==> src/rtl/loader_pkg.sv <==
// Shared types and command bytes for the program loader.
// Latency: n/a (declarations only).
// Backpressure: n/a.
package loader_pkg;

  typedef enum logic [2:0] {
    ST_IDLE,
    ST_ADDR_HI,
    ST_ADDR_LO,
    ST_LEN,
    ST_DATA,
    ST_CSUM
  } state_e;

  localparam logic [7:0] SYNC_LOAD = 8'hA5;
  localparam logic [7:0] CMD_RUN   = 8'h5A;

endpackage

==> src/rtl/loader_timeout.sv <==
// Saturating idle-cycle counter; expired fires on the increment that reaches LIMIT.
// Latency: expired is combinational from inc and the current count.
// Backpressure: none; clr has priority over inc.
// Ports: clk, reset (async active-low), clr (zero the count), inc (count one idle
//        cycle), expired (this increment reaches LIMIT).
module loader_timeout #(
  parameter int unsigned LIMIT = 1024
) (
  input  logic clk,
  input  logic reset,
  input  logic clr,
  input  logic inc,
  output logic expired
);

  localparam int unsigned CW = (LIMIT < 2) ? 1 : $clog2(LIMIT + 1);

  logic [CW-1:0] cnt;

  // Fires on the edge where the count would become LIMIT, so the owner can
  // act on that same edge rather than one cycle later.
  assign expired = inc && (cnt == CW'(LIMIT - 1));

  always_ff @(posedge clk or negedge reset) begin
    if (!reset) begin
      cnt <= '0;
    end else if (clr) begin
      cnt <= '0;
    end else if (inc && (cnt != CW'(LIMIT))) begin
      cnt <= cnt + CW'(1);
    end
  end

endmodule

==> src/rtl/prog_loader.sv <==
// Framed byte-stream loader: parses A5 hi lo len payload csum frames into memory writes; 5A releases the CPU.
// Latency: a payload byte accepted on edge N is written (mem_we) during the cycle after edge N.
// Backpressure: in_ready is high from the first clock after reset; one byte per cycle, never stalls.
// Ports: clk, reset (async active-low); in_data/in_valid/in_ready byte stream; mem_we/mem_addr/
//        mem_wdata write port; cpu_run CPU release; frame_done pulse, csum_err/timeout_err
//        sticky flags; frame_count good-frame counter.
module prog_loader
  import loader_pkg::*;
#(
  parameter int unsigned ADDR_W         = 16,
  parameter int unsigned TIMEOUT_CYCLES = 1024
) (
  input  logic              clk,
  input  logic              reset,
  input  logic [7:0]        in_data,
  input  logic              in_valid,
  output logic              in_ready,
  output logic              mem_we,
  output logic [ADDR_W-1:0] mem_addr,
  output logic [7:0]        mem_wdata,
  output logic              cpu_run,
  output logic              frame_done,
  output logic              csum_err,
  output logic              timeout_err,
  output logic [7:0]        frame_count
);

  state_e            state_q, state_d;
  logic              xfer;
  logic              expired;
  logic [7:0]        addr_hi_q;
  logic [ADDR_W-1:0] addr_q;
  logic [8:0]        rem_q;     // payload bytes still expected; LEN=0 loads 256
  logic [7:0]        sum_q;     // running sum of hi, lo, len and payload
  logic [7:0]        sum_next;

  assign xfer     = in_valid && in_ready;
  assign sum_next = sum_q + in_data;

  // Idle time only counts inside a frame; any transfer or being in IDLE clears it.
  loader_timeout #(.LIMIT(TIMEOUT_CYCLES)) u_timeout (
    .clk     (clk),
    .reset   (reset),
    .clr     (xfer || (state_q == ST_IDLE)),
    .inc     (!xfer && (state_q != ST_IDLE)),
    .expired (expired)
  );

  always_ff @(posedge clk or negedge reset) begin
    if (!reset) begin
      state_q <= ST_IDLE;
    end else begin
      state_q <= state_d;
    end
  end

  always_comb begin
    state_d = state_q;
    case (state_q)
      ST_IDLE:    if (xfer && (in_data == SYNC_LOAD)) state_d = ST_ADDR_HI;
      ST_ADDR_HI: if (xfer) state_d = ST_ADDR_LO;
      ST_ADDR_LO: if (xfer) state_d = ST_LEN;
      ST_LEN:     if (xfer) state_d = ST_DATA;
      ST_DATA:    if (xfer && (rem_q == 9'd1)) state_d = ST_CSUM;
      ST_CSUM:    if (xfer) state_d = ST_IDLE;
      default:    state_d = ST_IDLE;
    endcase
    if (expired) begin
      state_d = ST_IDLE;
    end
  end

  always_ff @(posedge clk or negedge reset) begin
    if (!reset) begin
      in_ready    <= 1'b0;
      mem_we      <= 1'b0;
      mem_addr    <= '0;
      mem_wdata   <= 8'h00;
      cpu_run     <= 1'b0;
      frame_done  <= 1'b0;
      csum_err    <= 1'b0;
      timeout_err <= 1'b0;
      frame_count <= 8'h00;
      addr_hi_q   <= 8'h00;
      addr_q      <= '0;
      rem_q       <= 9'd0;
      sum_q       <= 8'h00;
    end else begin
      in_ready   <= 1'b1;
      mem_we     <= 1'b0;
      frame_done <= 1'b0;
      if (xfer) begin
        case (state_q)
          ST_IDLE: begin
            if (in_data == SYNC_LOAD) begin
              cpu_run     <= 1'b0;
              csum_err    <= 1'b0;
              timeout_err <= 1'b0;
              sum_q       <= 8'h00;
            end else if (in_data == CMD_RUN) begin
              cpu_run <= 1'b1;
            end
          end
          ST_ADDR_HI: begin
            addr_hi_q <= in_data;
            sum_q     <= sum_next;
          end
          ST_ADDR_LO: begin
            addr_q <= ADDR_W'({addr_hi_q, in_data});
            sum_q  <= sum_next;
          end
          ST_LEN: begin
            rem_q <= (in_data == 8'h00) ? 9'd256 : {1'b0, in_data};
            sum_q <= sum_next;
          end
          ST_DATA: begin
            mem_we    <= 1'b1;
            mem_addr  <= addr_q;
            mem_wdata <= in_data;
            addr_q    <= addr_q + ADDR_W'(1);
            rem_q     <= rem_q - 9'd1;
            sum_q     <= sum_next;
          end
          ST_CSUM: begin
            // The CSUM byte completes the sum; a good frame totals zero.
            if (sum_next == 8'h00) begin
              frame_done  <= 1'b1;
              frame_count <= frame_count + 8'd1;
            end else begin
              csum_err <= 1'b1;
            end
          end
          default: ;
        endcase
      end else if (expired) begin
        timeout_err <= 1'b1;
      end
    end
  end

endmodule

==> config.mk <==
export PLATFORM = sky130hd
export DESIGN_NAME = prog_loader
export DESIGN_NICKNAME = d
export VERILOG_FILES = /design/src/rtl/loader_pkg.sv /design/src/rtl/loader_timeout.sv /design/src/rtl/prog_loader.sv
export SDC_FILE = /design/constraint.sdc
export NUM_CORES = 1
export LEC_CHECK = 0
export CORE_MARGIN = 1
export CORE_UTILIZATION = 57
export CTS_CLUSTER_SIZE = 25
export DETAILED_ROUTE_END_ITERATION = 16
export DONT_BUFFER_PORTS = 1
export GPL_TIMING_DRIVEN = 0
export PLACE_DENSITY = 0.72
export SYNTH_ARGS = -nofsm -noshare
export SYNTH_HDL_FRONTEND = slang
export SYNTH_HIERARCHICAL = 1
export SYNTH_SLANG_ARGS = --single-unit
==> constraint.sdc <==
create_clock -name clk -period 2.64 [get_ports clk]
set_input_delay 0.396 -clock clk [delete_from_list [all_inputs] [get_ports clk]]
set_output_delay 0.396 -clock clk [all_outputs]
set_load 0.05 [all_outputs]
==> summary.md <==
| Metric | Value |
|---|---|
| Logic pwr share | `0.336` |
| Clock buffer depth | `2` |
| GPL Wtd Cong | `0.862` |
| Crit path DAT | `2930 ps` |
| Synth Area in XOR/XNOR | `0.0237` |
| Vias after detailed routing | `3947` |
| IO Count | `49` |
| # diodes | `0` |
| Largest family of logic cells by synthesized area | `simple AND/OR/NAND/NOR gates` |
| CP required | `2920 ps` |
| Worst setup path end | `frame_count[1]` |
| Clk sinks | `93` |
| Synth Area in Compound Gates | `0.162` |
| Root Buffer Master | `clkbuf_8` |
| CTS buffer count | `9` |
| Synth area leaders | `dfrtp_1, mux2_2, a21oi_1` |
| Worst hold path type | `input port to flip-flop` |
| Synth cell types | `60` |
| CP Launch Type | `flip-flop` |
| Die area | `8780 µm²` |
| Pin count of the biggest net entering global routing | `94` |
| Register area share after synthesis | `0.485` |
| Maximum VDD drop | `0.406 mV` |
| Register bit total from synthesis | `93` |
| Syn Inst Count | `484` |
| DRT iter0 DRCs | `283` |
| Critical R2R Launch | `sum_q[0]` |
| Final period util | `1.00` |
| Placement row count | `33` |
| DR vias/cell | `6.43` |
| Slowest-stage cell, CP | `dfrtp_1` |
| Reg2Reg Depth | `8` |
| Sw Share | `0.456` |
| TNS Setup | `-10.1 ps` |
| Post-synth EDFFs | `0` |
| Worst-skew pair later-pin latency | `380 ps` |
| Min cycle time layout | `2650 ps` |
| Mapped Area | `4800 µm²` |
| Slew headroom | `0.474` |
| Post-synth ARST share | `1.00` |
| First-pass GRT wire length | `18.7 mm` |
| Max Fclk | `0.377 GHz` |
| Final Hold Viols | `0` |
| Post-synth net total | `509` |
| Area share of the largest cell type after synthesis | `0.485` |
| Synth-to-layout area growth | `10.8%` |
| Cell mode on critical path | `or3_4` |
| Final nets | `529` |
| Die Y | `93.7 µm` |
| Hold Slack | `161 ps` |
| Setup violators final | `1` |
| Leakage power | `2.33 nW` |
| Clock share of power | `0.160` |
| Placed inst area | `4930 µm²` |
| Max cap viols | `0` |
| Fraction of layout instances using a drive strength above 1 | `0.167` |
| PwrDens | `1090 nW/µm²` |
| Synth Area in Simple Gates | `0.182` |
| Starting density of the core | `0.587` |
| Adder-cell share of the synthesized area | `0.0381` |
| Synth Warn # | `6` |
| Max Slew Vio Count | `0` |
| Cells along the critical path | `ha_4, fa_2, a211oi_4, or3_4, o311ai_2, or2_4, or3_4, mux2_4` |
| CTS clk-pin slew, worst paths | `100 ps` |
| Placeable Area | `8180 µm²` |
| Die width | `93.7 µm` |
| DRC violations left | `0` |
| Failing checks | `negative setup slack` |
| Remaining antenna violation count | `0` |
| Worst reg2reg endpoint | `frame_count[1]` |
| Fin Clk Skew | `13.4 ps` |
| Buffers on Ports | `0` |
| Register share of total power | `0.504` |
| Post-route cell area | `5320 µm²` |
| Mean Syn Cell Area | `9.91 µm²` |
| Cell internal pwr | `0.00316 W` |
| Crit path launch | `sum_q[0]` |
| Grt ovf | `0` |
| TritonCTS clock tree | `done` |
| Top_reg_cell synth | `dfrtp_1` |
| Worst R2R Setup Slack | `-10 ps` |
| Kind of critical path | `flip-flop to flip-flop` |
| Area leader, netlist | `dfrtp_1` |
| CP peak stage delay | `420 ps` |
| Crit end category | `flip-flop` |
| Status | `finished, violations left` |
| Slew @ Worst Pin | `783 ps` |
| Routed wire per std cell | `18.3 µm` |
| H-tree level count | `3` |
| Final wirelength | `11.2 mm` |
| DP HPWL | `7.63 mm` |
| Number of global-route vias before repair | `3889` |
| Crit path max fanout | `3` |
| Mux share of post-synthesis cell area | `0.0783` |
| RSZ-0062 raised after global routing | `true` |
| DRT Pass-1 Iters | `5` |
| Psw | `0.00265 W` |
| Initial antenna violation count | `0` |
| Setup ws final | `-10.1 ps` |
| Fin util | `0.650` |
| Tot GR Track Use | `0.276` |
## layer usage
metal,GRT usage,vias up,part of all wire
met5,0,-,0
met1,0.377,1934,0.45
met4,0.145,0,0.036
met2,0.419,155,0.46
met3,0.0477,33,0.051
li1,-,1825,-
## stage by stage
step	setup WS, ps	std cells	power, W
2_1_floorplan	25.5	484	0.00421
3_3_place_gp	-428	589	0.00457
3_5_place_dp	-496	589	0.00467
4_1_cts	-11.5	611	0.00570
5_1_grt	-43.2	614	0.00619
6_report	-10.1	614	0.00581
## critical path: cells and delay by family (launching register included)
family	cells	cell delay, ps
AOI/OAI and AO/OA	2	380
adders and majority gates	2	600
DFF	1	420
muxes	1	300
and+or+nand+nor	3	860
## registers in the layout, indices dropped and copies added, names as in the netlist
register / flops
frame_count: 8
csum_err: 1
addr_hi_q: 8
rem_q: 9
mem_wdata: 8
cpu_run: 1
u_timeout/cnt: 11
addr_q: 16
timeout_err: 1
frame_done: 1
mem_we: 1
in_ready: 1
state_q: 3
mem_addr: 16
sum_q: 8
## worst min-delay path by stage
stage                          start           end  slack [ps]  depth (start not counted)
after global placement         reset  mem_wdata[5]         100                          0
after floorplan                reset  addr_hi_q[0]         100                          0
after detailed placement       reset  mem_wdata[5]         100                          0
after CTS                 in_data[1]  addr_hi_q[1]         150                          1
final                     in_data[1]  addr_hi_q[1]         160                          1
after global routing      in_data[1]  addr_hi_q[1]         150                          1
## power groups by stage
| stage | Clock (W) | Combinational (W) | Sequential (W) |
|---|---|---|---|
| floorplan | 0 | 0.00140 | 0.00281 |
| global route | 0.00101 | 0.00217 | 0.00301 |
| global placement | 0 | 0.00166 | 0.00291 |
| finish | 0.000928 | 0.00195 | 0.00293 |
| CTS | 0.000951 | 0.00183 | 0.00292 |
| detailed placement | 0 | 0.00173 | 0.00294 |
## layout make-up
cell class,instances,area [µm²]
fill,690,2860
tap,105,131
clock inverter,7,60.1
inverter,15,56.3
timing repair buffer,12,113
clock buffer,9,124
buffer,18,72.6
sequential,93,2330
multi-input combinational,355,2430
## Yosys cell counts (all sizes together), types with 2 or more instances
master   count
nand4       11
buf          4
nand2b       2
a22oi        2
or2          2
a21o         2
o31ai        5
clkbuf      17
a22o         3
inv         15
or4          8
nor3        16
o22a         4
o22ai        7
mux2        33
o21a         3
and4         3
a211oi       4
nor3b        4
and3         3
nor2        42
nor4         7
ha          13
nand3       21
a21oi       41
xor2         9
o311ai       3
a32o         2
a31oi        7
o2111ai      3
or3          7
nand2       38
xnor2        4
o21ai       30
dfrtp       93
## cells by family after synthesis
family / Yosys count
AND/OR/NAND/NOR: 170
AO/OA/AOI/OAI: 124
flip-flops: 93
adder cells (fa/ha/maj): 14
XOR/XNOR: 13
multiplexers: 33
other: 1
buffers and inverters: 36
## timing repair
| action | 4_1_cts | 5_1_grt |
|---|---|---|
| gates resized for setup | 5 | 16 |
| gates cloned | 0 | 0 |
| hold buffers | 2 | 0 |
| setup buffers | 6 | 4 |
| hold endpoints to repair | 93 | 0 |
| pin swaps | 5 | 8 |
| endpoints found under the setup margin | 23 | 23 |
## placed cells by master (no fill, tap or decap), types with 7 or more instances in the layout
master and count:
nor3_1 14, ha_1 11, clkbuf_8 9, inv_1 15
o22ai_1 7, a31oi_1 7, nand4_1 10, xor2_1 9
or4_1 7, o21ai_0 27, a21oi_1 41, nor2_1 42
nand3_1 21, nand2_1 37, buf_4 10, mux2_2 32
clkbuf_1 14, dfrtp_1 92
No activity file was read; power rests on OpenSTA's default activity.
